<file path="config.mk">
export PLATFORM = sky130hd
export DESIGN_NAME = mul4_shift_add
export DESIGN_NICKNAME = d
export VERILOG_FILES = /design/src/rtl/mul4_shift_add_pkg.sv /design/src/rtl/mul4_shift_add_add_4.sv /design/src/rtl/mul4_shift_add.sv
export SDC_FILE = /design/constraint.sdc
export NUM_CORES = 1
export LEC_CHECK = 0
export ABC_AREA = 1
export CORE_UTILIZATION = 47
export CTS_CLUSTER_DIAMETER = 120
export CTS_CLUSTER_SIZE = 8
export DETAILED_ROUTE_END_ITERATION = 16
export GPL_ROUTABILITY_DRIVEN = 0
export MAX_ROUTING_LAYER = met4
export PLACE_DENSITY = 0.75
export SLEW_MARGIN = 40
export SYNTH_ARGS = -nofsm -noshare
export SYNTH_HDL_FRONTEND = slang
export SYNTH_SLANG_ARGS = --single-unit
</file>
<file path="constraint.sdc">
create_clock -name clk -period 3.1 [get_ports clk]
set_input_delay 0.62 -clock clk [delete_from_list [all_inputs] [get_ports clk]]
set_output_delay 0.62 -clock clk [all_outputs]
set_load 0.005 [all_outputs]
</file>
<file path="src/rtl/mul4_shift_add_pkg.sv">
// Shared definitions for the 4x4 shift-and-add multiplier: widths, the state
// encoding and a small helper used by the control FSM.
package mul4_shift_add_pkg;

    localparam int MUL_W  = 4;
    localparam int PROD_W = 8;
    localparam int CNT_W  = 3;

    typedef enum logic [1:0] {
        S_IDLE = 2'd0,
        S_RUN  = 2'd1,
        S_DONE = 2'd2
    } state_t;

    // A new operation may be accepted from IDLE, or back-to-back from DONE.
    function automatic logic can_accept(input state_t s);
        return (s == S_IDLE) || (s == S_DONE);
    endfunction

endpackage

</file>
<file path="src/rtl/mul4_shift_add_add_4.sv">
// Existing 4-bit ripple-carry adder reused by the multiplier datapath.
module add_4 (
    input  logic [3:0] add_0,
    input  logic [3:0] add_1,
    input  logic       c_in,
    output logic [3:0] out,
    output logic       c_out
);

    logic [4:0] w_carry;

    assign w_carry[0] = c_in;

    genvar g;
    generate
        for (g = 0; g < 4; g++) begin : g_fa
            assign out[g]         = add_0[g] ^ add_1[g] ^ w_carry[g];
            assign w_carry[g + 1] = (add_0[g] & add_1[g])
                                  | (add_0[g] & w_carry[g])
                                  | (add_1[g] & w_carry[g]);
        end
    endgenerate

    assign c_out = w_carry[4];

endmodule

</file>
<file path="src/rtl/mul4_shift_add.sv">
// Sequential 4x4 unsigned shift-and-add multiplier built on add_4.
// Handshake: start is sampled only in IDLE/DONE; busy is high in RUN; done pulses one cycle with product valid.
module mul4_shift_add
    import mul4_shift_add_pkg::*;
#(
    parameter int WIDTH = 4,
    parameter int ITER  = 4
) (
    input  logic               clk,
    input  logic               rst_n,
    input  logic               start,
    input  logic [WIDTH-1:0]   a,
    input  logic [WIDTH-1:0]   b,
    output logic               busy,
    output logic               done,
    output logic [PROD_W-1:0]  product
);

    state_t              r_state;
    state_t              w_next_state;

    logic [MUL_W-1:0]    r_m;
    logic [MUL_W-1:0]    r_a;
    logic [MUL_W-1:0]    r_q;
    logic                r_c;
    logic [CNT_W-1:0]    r_cnt;
    logic [PROD_W-1:0]   r_product;

    logic [MUL_W-1:0]    w_sum;
    logic                w_cout;
    logic [MUL_W-1:0]    w_a_post;
    logic                w_c_post;
    logic [MUL_W-1:0]    w_a_next;
    logic [MUL_W-1:0]    w_q_next;
    logic                w_accept;
    logic                w_last;

    add_4 u_add_4 (
        .add_0 (r_a),
        .add_1 (r_m),
        .c_in  (1'b0),
        .out   (w_sum),
        .c_out (w_cout)
    );

    // r_c is always zero entering a RUN edge, so the no-add branch keeps {0,A}.
    assign w_a_post = r_q[0] ? w_sum  : r_a;
    assign w_c_post = r_q[0] ? w_cout : r_c;
    assign w_a_next = {w_c_post, w_a_post[MUL_W-1:1]};
    assign w_q_next = {w_a_post[0], r_q[MUL_W-1:1]};

    assign w_accept = start && can_accept(r_state);
    assign w_last   = (r_state == S_RUN) && (r_cnt == CNT_W'(ITER - 1));

    always_ff @(posedge clk or negedge rst_n) begin
        if (!rst_n) begin
            r_state <= S_IDLE;
        end else begin
            r_state <= w_next_state;
        end
    end

    always_comb begin
        w_next_state = r_state;
        case (r_state)
            S_IDLE:  w_next_state = start ? S_RUN : S_IDLE;
            S_RUN:   w_next_state = w_last ? S_DONE : S_RUN;
            S_DONE:  w_next_state = start ? S_RUN : S_IDLE;
            default: w_next_state = S_IDLE;
        endcase
    end

    always_comb begin
        busy = 1'b0;
        done = 1'b0;
        case (r_state)
            S_RUN:   busy = 1'b1;
            S_DONE:  done = 1'b1;
            default: begin
                busy = 1'b0;
                done = 1'b0;
            end
        endcase
    end

    always_ff @(posedge clk or negedge rst_n) begin
        if (!rst_n) begin
            r_m       <= '0;
            r_a       <= '0;
            r_q       <= '0;
            r_c       <= 1'b0;
            r_cnt     <= '0;
            r_product <= '0;
        end else if (w_accept) begin
            r_m   <= a;
            r_q   <= b;
            r_a   <= '0;
            r_c   <= 1'b0;
            r_cnt <= '0;
        end else if (r_state == S_RUN) begin
            r_a   <= w_a_next;
            r_q   <= w_q_next;
            r_c   <= 1'b0;
            r_cnt <= r_cnt + 1'b1;
            if (w_last) begin
                r_product <= {w_a_next, w_q_next};
            end
        end
    end

    assign product = r_product;

endmodule

</file>
* Word-level counts from Yosys, hierarchy flattened
Index checks and enable logic that the tools add are counted.
Storage, ports and cells: bits of input ports 11, register bits after elaboration 26
Cells by class: muxes and demuxes 15, equality and inequality tests 3, reductions and logical operators 7, bitwise logic cells 24, add/sub/neg operators 1
Operator list (count):
- $mux 4 | 5
- $and 1x1->1 | 10
- $xor 1x1->1 | 7
- $mux 1 | 6
- $mux 3 | 2
- $or 1x1->1 | 6
- $pmux 2 s2 | 1
- $add 3x1->3 const B | 1
- $eq 3x2->1 const B | 1
- $reduce_and 3->1 | 1
- $eq 2x1->1 const B | 1
- $eq 2x2->1 const B | 1
- $logic_and 1x1->1 | 2
- $logic_not 2->1 | 1
- $mux 2 | 1
- $reduce_bool 2->1 | 1
- $reduce_or 2->1 | 1
- $logic_or 1x1->1 | 1
- $not 1->1 | 1

* Depth between registers and ports, before layout
depth in word-level cells 13, depth in mapped cells 10, depth with buffers taken out 10

* By module
From an unflattened synthesis, not the netlist that was laid out.
Second synthesis, totals: cell total of the unflattened synthesis 142, area total of the unflattened synthesis 1221.2 µm²
Modules (own cells, without submodules):
- mul4_shift_add | sequential area each 625.6 µm², cells each 128, area each 1103.6 µm², instances 1
- add_4 | sequential area each 0.0 µm², cells each 14, area each 117.6 µm², instances 1

* Worst setup path after synthesis
Ideal clock, no wire load.
path type reg-to-reg, start point reg r_a[0], end point reg r_a[2], path slack 1.021 ns, clock period less this slack 2.079 ns, cell stages (with the launch flop) 11, data arrival time 1.958 ns, required time 2.978 ns, path through dfrtp_1 -> ha_1 -> inv_1 -> fa_1 -> fa_1 -> inv_1 -> fa_1 -> nand2_1 -> o21ai_0 -> nand2_1 -> o21ai_1
Between the ends: longest elaborated chain between the ends 11, elaborated cells between the ends (all ways) 13, those cells by class 3 x mux; 10 x bitwise
Ends and longest elaborated chain:
- start: declaration | line mul4_shift_add.sv:23 | logic [MUL_W-1:0] r_a;
- start signal: assignment | line mul4_shift_add.sv:101 | r_a <= w_a_next;
- $and 1x1->1 * | line mul4_shift_add_add_4.sv:18 | assign w_carry[g + 1] = (add_0[g] & add_1[g])
- $and 1x1->1 | line mul4_shift_add_add_4.sv:19 | | (add_0[g] & w_carry[g])
- $or 1x1->1 | line mul4_shift_add_add_4.sv:19
- $or 1x1->1 * | line mul4_shift_add_add_4.sv:20 | | (add_1[g] & w_carry[g]);
- $and 1x1->1 | line mul4_shift_add_add_4.sv:19
- $or 1x1->1 | line mul4_shift_add_add_4.sv:19
- $or 1x1->1 * | line mul4_shift_add_add_4.sv:20
- $xor 1x1->1 * | line mul4_shift_add_add_4.sv:17 | assign out[g] = add_0[g] ^ add_1[g] ^ w_carry[g];
- $mux 4 * | line mul4_shift_add.sv:47 | assign w_a_post = r_q[0] ? w_sum : r_a;
- $mux 4 * | line mul4_shift_add.sv:100 | end else if (r_state == S_RUN) begin
- $mux 4 * | line mul4_shift_add.sv:94 | end else if (w_accept) begin
Mark *: on every way between the ends. The rest lies on a longest branch, timed or not. The select of a mux whose other input is x is not followed. A chain may end at the register's enable or synchronous reset.

* Worst setup path in the final report
start point reg r_a[0], end point reg r_product[6], in the netlist product[6]
Between the ends: longest elaborated chain between the ends 9, elaborated cells between the ends (all ways) 11, those cells by class 1 x mux; 10 x bitwise
Ends and longest elaborated chain:
- $and 1x1->1 * | line mul4_shift_add_add_4.sv:18
- $and 1x1->1 | line mul4_shift_add_add_4.sv:19
- $or 1x1->1 | line mul4_shift_add_add_4.sv:19
- $or 1x1->1 * | line mul4_shift_add_add_4.sv:20
- $and 1x1->1 | line mul4_shift_add_add_4.sv:19
- $or 1x1->1 | line mul4_shift_add_add_4.sv:19
- $or 1x1->1 * | line mul4_shift_add_add_4.sv:20
- $xor 1x1->1 * | line mul4_shift_add_add_4.sv:17
- $mux 4 * | line mul4_shift_add.sv:47
- end signal: assignment | line mul4_shift_add.sv:106 | r_product <= {w_a_next, w_q_next};
- end: declaration | line mul4_shift_add.sv:27 | logic [PROD_W-1:0] r_product;
Mark *: on every way between the ends. The rest lies on a longest branch, timed or not.

==> flow_metrics.env <==
export IMPL_status="completed"
export IMPL_portBuffers=20
export IMPL_pin_count=21
export IMPL_setup_tns_final_ns=0
export IMPL_cts_buffer_depth=2
export IMPL_p_sw_frac=0.411
export IMPL_p_seq_frac=0.413
export IMPL_drive_gt1_frac=0.110
export IMPL_hold_viol=0
export IMPL_internal_power_uw=792
export IMPL_cp_start_kind="register"
export IMPL_avgSynthCellArea_um2=9.04
export IMPL_routed_via_density=4.89
export IMPL_die_height_um=52.2
export IMPL_worstSetupPathType="reg2reg"
export IMPL_endpoint_kind="register"
export IMPL_firstDrtPassIters=4
export IMPL_fin_nets=173
export IMPL_p_sw_uw=553
export IMPL_irDropWorstVdd_v=0.000551
export IMPL_vias=895
export IMPL_htreeDepth=1
export IMPL_clock_latency_ns=0.32
export IMPL_combPwrFrac=0.477
export IMPL_crit_arrival_ns=2.51
export IMPL_finClkSkew_ns=0.00348
export IMPL_synth_nets=148
export IMPL_synth_cell_types=18
export IMPL_powerDensity_nw_per_um2=932
export IMPL_slowest_delay_ns=0.41
export IMPL_syn_inst=131
export IMPL_period_share=0.734
export IMPL_clkPwrFrac=0.109
export IMPL_numClockSinks=25
export IMPL_cts_setup_buffers=0
export IMPL_antenna_found_initial=0
export IMPL_crit_required_ns=3.33
export IMPL_min_period_ns=2.28
export IMPL_holdBufCountCts=0
export IMPL_grt_pass1_vias=897
export IMPL_grt_max_degree=26
export IMPL_grt_pass1_wl_mm=3.93
export IMPL_root_buffer="clkbuf_4"
export IMPL_final_cell_mix="nand2_1 (54), dfrtp_1 (25), clkdlybuf4s50_1 (20)"
export IMPL_path_clk_slew_ns=0.14
export IMPL_fin_util=0.628
export IMPL_antenna_left=0
export IMPL_drc_errors=0
export IMPL_finalSetupViolations=0
export IMPL_syn_area_um2=1180
export IMPL_post_drt_wl_per_cell_um=11.6
export IMPL_final_common_cell="nand2_1"
export IMPL_core_um2=2300
export IMPL_fmax_ghz=0.439
export IMPL_crit_path_cell_trace="ha_1 -> inv_1 -> fa_1 -> fa_1 -> inv_1 -> fa_1 -> nand2_1 -> o21ai_0 -> nand2_1 -> nand2_1"
export IMPL_wl_mm=2.12
export IMPL_yosysSeqAreaShare=0.529
export IMPL_num_rows=17
export IMPL_holdWs_ns=0.489
export IMPL_cts_resized=0
export IMPL_critPathMaxFanout=3
export IMPL_slew_viol_final=0
export IMPL_dieArea_um2=2720
export IMPL_cts_tree="yes"
export IMPL_design_area_um2=1440
export IMPL_area_delta_synth_final_pct=21.9
export IMPL_diodes=0
export IMPL_drtIter0Drc=20
export IMPL_ys_ff_latch=25
export IMPL_numCtsBuffers=3
export IMPL_crit_slowest_cell="dfrtp_1"
export IMPL_grt_overflow=0
export IMPL_dpl_cell_area_um2=1420
export IMPL_grtUsageTotal=0.203
export IMPL_maxSlewHeadroom=0.789
export IMPL_grt_setup_unrepaired="false"
export IMPL_min_path_type="reg2reg"
export IMPL_yosysWarnings=0
export IMPL_tightest_slew_ns=0.316
export IMPL_die_w_um=52.2
export IMPL_dpl_hpwl_mm=1.60
export IMPL_initial_core_util=0.515
export IMPL_cap_viol_max_count=0
export IMPL_leakage_uw=0.000740
==> worst max-delay path, delay by kind of cell, from the launching register on <==
kind | cells | cell delay [ns]
DFF | 1 | 0.41
and+or+nand+nor | 3 | 0.23
buffers and inverters | 2 | 0.13
adders and majority gates | 4 | 1.32
AOI/OAI and AO/OA | 1 | 0.11
==> layer usage <==
layer  part of all wire  up-vias  global-route usage  wire, um
met5                  0        -                   -         0
met4              0.011        0              0.0789        24
met3              0.037        4              0.0348        79
met2               0.49       16               0.331      1030
met1               0.46      427               0.253       987
li1                   -      448                   -         -
==> metrics by stage <==
stage	worst slack (ns)	total power, uW	std cells
after floorplan	1.02	974	131
after global placement	0.974	1170	179
after detailed placement	0.833	1210	179
after CTS	0.821	1360	183
after global routing	0.673	1480	183
final	0.825	1340	183
==> power groups by stage <==
| stage | combinational [uW] | clock [uW] | sequential [uW] |
|---|---|---|---|
| after floorplan | 424 | 0 | 550 |
| after global placement | 618 | 0 | 555 |
| after detailed placement | 645 | 0 | 562 |
| after CTS | 649 | 153 | 555 |
| after global routing | 744 | 162 | 573 |
| final | 641 | 147 | 556 |
==> path summary, 6_finish.rpt <==
path                                 startpoint                     end  slack, ns  depth (start not counted)
max                          r_a[0]$_DFFE_PN0P_  product[6]$_DFFE_PN0P_       0.82                         10
min                        r_cnt[0]$_DFFE_PN0P_    r_cnt[0]$_DFFE_PN0P_       0.49                          1
max reg2reg                  r_a[0]$_DFFE_PN0P_  product[6]$_DFFE_PN0P_       0.82                         10
min reg2reg                r_cnt[0]$_DFFE_PN0P_    r_cnt[0]$_DFFE_PN0P_       0.49                          1
max in group asynchronous                 rst_n    r_state[0]$_DFF_PN0_       2.22                          2
min in group asynchronous                 rst_n  product[5]$_DFFE_PN0P_       0.64                          2
==> kinds of logic after synthesis <==
| kind of cell | synth area share |
|---|---|
| simple gates | 0.244 |
| flops | 0.529 |
| buf+inv | 0.0729 |
| compound gates | 0.0719 |
| fa+ha+maj | 0.0825 |
==> state kept, by name, indices dropped and copies added, names as in the netlist <==
signal,count
product,8
r_a,4
r_m,4
r_q,4
r_cnt,3
r_state,2
==> layout make-up <==
| cell class | instances | area (um^2) |
|---|---|---|
| clock buffer | 3 | 22.5 |
| clock inverter | 1 | 5.00 |
| fill | 211 | 855 |
| inverter | 18 | 75.1 |
| multi-input combinational | 87 | 472 |
| sequential | 25 | 626 |
| tap | 28 | 35.0 |
| timing repair buffer | 21 | 208 |
==> synthesized netlist by cell type <==
| cell | count | area [um^2] |
|---|---|---|
| inv_1 | 14 | 52.6 |
| a21oi_1 | 1 | 5.00 |
| nand2_4 | 4 | 45.0 |
| o21ai_0 | 9 | 45.0 |
| nor2_1 | 2 | 7.51 |
| or2_0 | 1 | 6.26 |
| o21ai_2 | 2 | 17.5 |
| nand2_2 | 2 | 12.5 |
| buf_6 | 1 | 11.3 |
| ha_1 | 3 | 37.5 |
| dfrtp_1 | 25 | 626 |
| fa_1 | 3 | 60.1 |
| nand3_1 | 3 | 15.0 |
| nand2_1 | 54 | 203 |
| inv_2 | 3 | 11.3 |
| o22ai_1 | 2 | 12.5 |
| o21ai_1 | 1 | 5.00 |
| inv_8 | 1 | 11.3 |
No activity file was read; power rests on OpenSTA's default activity.
